[config.mk]
export PLATFORM = sky130hd
export DESIGN_NAME = level_processor
export DESIGN_NICKNAME = d
export VERILOG_FILES = /design/src/rtl/level_processor.sv
export SDC_FILE = /design/constraint.sdc
export NUM_CORES = 1
export LEC_CHECK = 0
export CORE_MARGIN = 2
export CORE_UTILIZATION = 50
export CTS_BUF_LIST = sky130_fd_sc_hd__clkbuf_4
export CTS_CLUSTER_SIZE = 8
export DETAILED_ROUTE_END_ITERATION = 7
export HOLD_SLACK_MARGIN = 0.08
export PLACE_DENSITY = 0.75
export SYNTH_ARGS = -nofsm -noshare
export SYNTH_HDL_FRONTEND = slang
export SYNTH_SLANG_ARGS = --single-unit
export TNS_END_PERCENT = 1
[constraint.sdc]
create_clock -name clk_100MHz -period 1.8 [get_ports clk_100MHz]
set_clock_uncertainty 0.15 [all_clocks]
set_input_delay 0.18 -clock clk_100MHz [delete_from_list [all_inputs] [get_ports clk_100MHz]]
set_output_delay 0.18 -clock clk_100MHz [all_outputs]
set_load 0.01 [all_outputs]
[src/rtl/level_processor.sv]
// Level processor: samples level_raw on each clk_1kHz rise, converts it to BCD and flags GOET/LOET; ALARM_FILTER_EN adds consecutive-sample alarm qualification.
// Latency: outputs and the sample_done pulse appear 11 clk_100MHz cycles after the cycle in which the rising edge is detected.
// Backpressure: none; rising edges that arrive while a conversion is in flight are dropped, not queued.
module level_processor #(
  parameter logic [9:0]  HIGH_LIMIT  = 10'd800,
  parameter logic [9:0]  LOW_LIMIT   = 10'd200,
  parameter int unsigned ALARM_COUNT = 4
) (
  input  logic       clk_100MHz,
  input  logic       reset_n,
  input  logic       clk_1kHz,
  input  logic [9:0] level_raw,
  output logic [3:0] data_h,
  output logic [3:0] data_t,
  output logic [3:0] data_u,
  output logic       input_error,
  output logic       GOET,
  output logic       LOET,
  output logic       sample_done
);

  if (LOW_LIMIT >= HIGH_LIMIT) begin : g_bad_limits
    $error("level_processor: LOW_LIMIT must be below HIGH_LIMIT");
  end
  if (HIGH_LIMIT > 10'd999) begin : g_bad_high
    $error("level_processor: HIGH_LIMIT must be in 0..999");
  end
  if (ALARM_COUNT < 1 || ALARM_COUNT > 15) begin : g_bad_count
    $error("level_processor: ALARM_COUNT must be in 1..15");
  end

  typedef enum logic [1:0] {IDLE, CONVERT, UPDATE} state_t;

  state_t      state;
  logic        clk_1khz_q;
  logic        sample_edge;
  logic [9:0]  shadow;
  logic [9:0]  shift_reg;
  logic [11:0] bcd;
  logic [11:0] bcd_next;
  logic [3:0]  bit_cnt;
  logic        is_err;
  logic        hi_qual;
  logic        lo_qual;
  logic        goet_next;
  logic        loet_next;

`ifdef ALARM_FILTER_EN
  localparam logic [3:0] ALARM_CNT = 4'(ALARM_COUNT);
  logic [3:0] hi_cnt;
  logic [3:0] lo_cnt;
  logic [3:0] hi_cnt_next;
  logic [3:0] lo_cnt_next;
`endif

  // One double-dabble step: correct every digit that would overflow past 9, then shift in the next binary bit.
  function automatic logic [11:0] bcd_step(input logic [11:0] b, input logic bit_in);
    logic [11:0] a;
    a = b;
    for (int i = 0; i < 3; i++) begin
      if (a[4*i +: 4] >= 4'd5) a[4*i +: 4] = a[4*i +: 4] + 4'd3;
    end
    return {a[10:0], bit_in};
  endfunction

  always_comb begin
    sample_edge = clk_1kHz && !clk_1khz_q;
    bcd_next    = bcd_step(bcd, shift_reg[9]);
    is_err      = (shadow > 10'd999);
    hi_qual     = !is_err && (shadow >= HIGH_LIMIT);
    lo_qual     = !is_err && (shadow <= LOW_LIMIT);
`ifdef ALARM_FILTER_EN
    hi_cnt_next = '0;
    lo_cnt_next = '0;
    if (hi_qual) hi_cnt_next = (hi_cnt >= ALARM_CNT) ? ALARM_CNT : hi_cnt + 4'd1;
    if (lo_qual) lo_cnt_next = (lo_cnt >= ALARM_CNT) ? ALARM_CNT : lo_cnt + 4'd1;
    goet_next = (hi_cnt_next == ALARM_CNT);
    loet_next = (lo_cnt_next == ALARM_CNT);
`else
    goet_next = hi_qual;
    loet_next = lo_qual;
`endif
  end

  always_ff @(posedge clk_100MHz or negedge reset_n) begin
    if (!reset_n) begin
      state       <= IDLE;
      clk_1khz_q  <= 1'b1;
      shadow      <= '0;
      shift_reg   <= '0;
      bcd         <= '0;
      bit_cnt     <= '0;
      data_h      <= '0;
      data_t      <= '0;
      data_u      <= '0;
      input_error <= 1'b0;
      GOET        <= 1'b0;
      LOET        <= 1'b0;
      sample_done <= 1'b0;
`ifdef ALARM_FILTER_EN
      hi_cnt      <= '0;
      lo_cnt      <= '0;
`endif
    end else begin
      clk_1khz_q  <= clk_1kHz;
      sample_done <= 1'b0;
      case (state)
        IDLE: begin
          if (sample_edge) begin
            shadow    <= level_raw;
            shift_reg <= level_raw;
            bcd       <= '0;
            bit_cnt   <= '0;
            state     <= CONVERT;
          end
        end
        CONVERT: begin
          bcd       <= bcd_next;
          shift_reg <= {shift_reg[8:0], 1'b0};
          bit_cnt   <= bit_cnt + 4'd1;
          // The last shift lands straight in the outputs so they are visible for the whole UPDATE cycle.
          if (bit_cnt == 4'd9) begin
            state       <= UPDATE;
            sample_done <= 1'b1;
            input_error <= is_err;
            GOET        <= goet_next;
            LOET        <= loet_next;
            if (!is_err) begin
              data_h <= bcd_next[11:8];
              data_t <= bcd_next[7:4];
              data_u <= bcd_next[3:0];
            end
`ifdef ALARM_FILTER_EN
            hi_cnt <= hi_cnt_next;
            lo_cnt <= lo_cnt_next;
`endif
          end
        end
        UPDATE:  state <= IDLE;
        default: state <= IDLE;
      endcase
    end
  end

endmodule

==> results.yml <==
critical_path:
  critPathBufInv: 1
  cp.required_ns: 1.95
  cp_top_family: "flip-flops"
  critPathLaunchType: "register"
  slowest_delay_ns: 0.43
  crit_start: "bcd[4]$_DFFE_PN0P_"
  r2r_cells: 6
  crit_end: "data_t[2]$_DFFE_PN0P_"
  slowest_stage: "dfrtp_1"
  rrSetupSlack_ns: 0.08
  crit_fanout: 3
  arrival_ns: 1.87
  path_cells: "inv_1, ha_2, nand2b_4, a21oi_4, mux2_4, o31ai_4"
  path_class: "register to register"
  r2r-end: "data_t[2]$_DFFE_PN0P_"
  crit_cells: 6
  regToRegStartpoint: "bcd[4]$_DFFE_PN0P_"
  cp-end-kind: "register"
cells_and_area:
  diodes: 0
  drive_above_1_share_pct: 22.9
  largest_reg_flops: 12
  area_growth_pct: 23.9
  fin_nets: 295
routing:
  routedWlPerCell_um: 14.1
  first_pass_iters: 4
  vias: 1818
  drtIter0Drc: 67
  ant_nets: 0
  drt_wl_total_mm: 4.81
  vias_per_cell: 5.32
  route.detailed.drc: 0
timing:
  rsz0062_at_grt: "true"
  worstMarginPinSlew_ns: 0.510
  setup_viol: 0
  slew_violations: 0
  hold_violations: 0
  min_period_ns: 1.72
  slew_headroom_pct: 66.0
  whs_ns: 0.150
  timing.fmax_ghz: 0.581
  finalCritPeriodShare_pct: 95.7
synthesis:
  synthXorXnorAreaFrac_pct: 1.38
  ys_seq_area_share_pct: 54.5
  yosys.area_share.simple_pct: 13.2
  synth_seq_cells: 55
  syn_inst: 230
  yosys-top-cells-area: "dfrtp_1 53%, mux2_2 8.0%, nand2_1 6.2%"
  yosys_warnings: 0
  muxShareOfSynthArea_pct: 8.41
  syn_nets: 251
  synth_top_cell_by_area: "dfrtp_1"
  synth_top_family_by_area: "compound AO/OA/AOI/OAI gates"
  postSynth.asyncResetShare_pct: 100
  synth_cell_types: 36
  ys.flop_type: "dfrtp_1"
  synth_adder_area_share_pct: 3.96
  netlist.area_leader.share_pct: 53.4
  syn_area_sq_mm: 0.00253
  avgSynthCellArea_sq_um: 11.0
  synth_edf_count: 0
  synth_compound_area_share_pct: 14.4
pwr:
  p_clk_share_pct: 10.2
  p_leak_nw: 1.42
  total_power_mw: 5.18
  p_sw_mw: 1.95
  p_int_mw: 3.23
  power_density_mw_per_mm2: 1650
  switching_share_pct: 37.6
  peakVddDrop_mv: 0.776
  p_seq_share_pct: 41.0
  p_comb_share_pct: 48.7
die:
  initial_core_util_pct: 52.9
  row_count: 25
  io_pins: 29
  dieArea_sq_mm: 0.00564
  coreArea_sq_mm: 0.00479
  die_h_um: 75.1
  dieWidth_um: 75.1
hold_path:
  hold_class: "primary input to asynchronous set/reset pin"
run_status:
  status: "completed"
placement:
  hpwl_mm: 3.38
  place.gp.congestion: 0.741
  portBuffers: 28
grt:
  grt_pass1_wl_mm: 8.20
  grt_util_all_layers_pct: 19.2
  grt_pass1_vias: 1828
  grt.overflow.total: 0
  antenna_found_initial: 0
  grt_max_degree: 35
clock_network:
  clk_pin_slew_worst_paths_ns: 0.15
  cts_buffers: 5
  cts_tree: "built"
  clk_path_buf_depth: 2
  cts-htree-levels: 2
  clock_latency_ns: 0.37
  cts_root_buf: "clkbuf_4"
  clock-sinks: 55
run:
  max-cap-violations: 0
## per-stage QoR
stage	cells	instance area [sq um]	util [%]	setup slack, ns	setup TNS, ns
floorplan	230	2530	-	0.0521	0
global placement	329	2950	61.6	-0.0606	-0.729
detailed placement	329	2950	61.6	-0.129	-1.99
CTS	342	3070	64.2	0.00102	0
global route	342	3140	65.5	-0.0139	-0.0139
finish	342	3140	65.5	0.0774	0
## placed cells by master (no fill, tap or decap), drive strengths merged, types with 2 or more instances in the layout
cell type / netlist / layout
nor3b: 2 / 2
nand2b: 5 / 5
buf: 7 / 20
ha: 8 / 8
clkinv: 0 / 2
a22oi: 9 / 9
nor2: 5 / 5
xnor2: 3 / 3
dfrtp: 54 / 54
a21oi: 6 / 6
mux2: 18 / 18
o21ai: 20 / 20
nand2: 43 / 43
o41ai: 2 / 2
o22ai: 8 / 8
nor3: 6 / 6
clkdlybuf4s50: 0 / 27
o31ai: 8 / 8
inv: 9 / 9
clkbuf: 5 / 6
dlygate4sd3: 0 / 2
## power by group through the flow
stage          Clock (mW)  Combinational, mW  Sequential [mW]
2_1_floorplan           0               1.41             2.13
3_3_place_gp            0               2.20             2.11
3_5_place_dp            0               2.29             2.13
4_1_cts             0.543               2.40             2.11
5_1_grt             0.589               2.82             2.19
6_report            0.530               2.52             2.12
## Yosys cell counts (all sizes together), types with 6 or more instances
master,instances
a21oi,6
a22oi,9
buf,7
dfrtp,54
ha,8
inv,9
mux2,18
nand2,43
nor3,6
o21ai,20
o22ai,8
o31ai,8
## worst reg2reg max path, cell delays in order (launching register included)
cell	delay, ns
dfrtp_1	0.43
inv_1	0.10
ha_2	0.22
nand2b_4	0.07
a21oi_4	0.15
mux2_4	0.34
o31ai_4	0.19
## logic make-up after synthesis
logic type | after synthesis
flip-flops | 55
XOR/XNOR | 4
adder cells (fa/ha/maj) | 8
AND/OR/NAND/NOR | 66
buffers and inverters | 21
AO/OA/AOI/OAI | 57
multiplexers | 19
## metal layers
layer	GRT usage (%)	vias to the layer above	share of wire, %
met5	0	-	0
met4	6.24	0	1.6
met3	4.55	8	3.6
met2	32.2	37	50
met1	24.9	877	45
li1	-	896	-
## timing repair
action                     4_1_cts  5_1_grt
gates cloned                     0        0
buffers inserted                 3        0
setup endpoints to repair        2       24
pin swaps                        0        4
hold endpoints to repair        56        0
gates resized for setup          6       16
hold buffers                     2        0
## worst min path at each step
stage                                  to  slack [ns]  startpoint  cells past startpoint
floorplan                GOET$_DFFE_PN0P_       -0.27     reset_n                      0
global placement    data_t[1]$_DFFE_PN0P_        0.03     reset_n                      1
detailed placement  data_t[1]$_DFFE_PN0P_        0.03     reset_n                      1
CTS                 data_t[1]$_DFFE_PN0P_        0.16     reset_n                      2
global route        data_t[1]$_DFFE_PN0P_        0.18     reset_n                      2
finish              data_t[1]$_DFFE_PN0P_        0.15     reset_n                      2
## layout make-up
cell class	count	area, sq um
repair buffers	49	458
clock inverters	2	7.51
multi-input cells	154	1130
inverters	9	33.8
clock buffers	6	45.0
fillers	377	1650
well taps	67	83.8
flip-flops and latches	55	1380
Power figures use the tool's default switching activity.
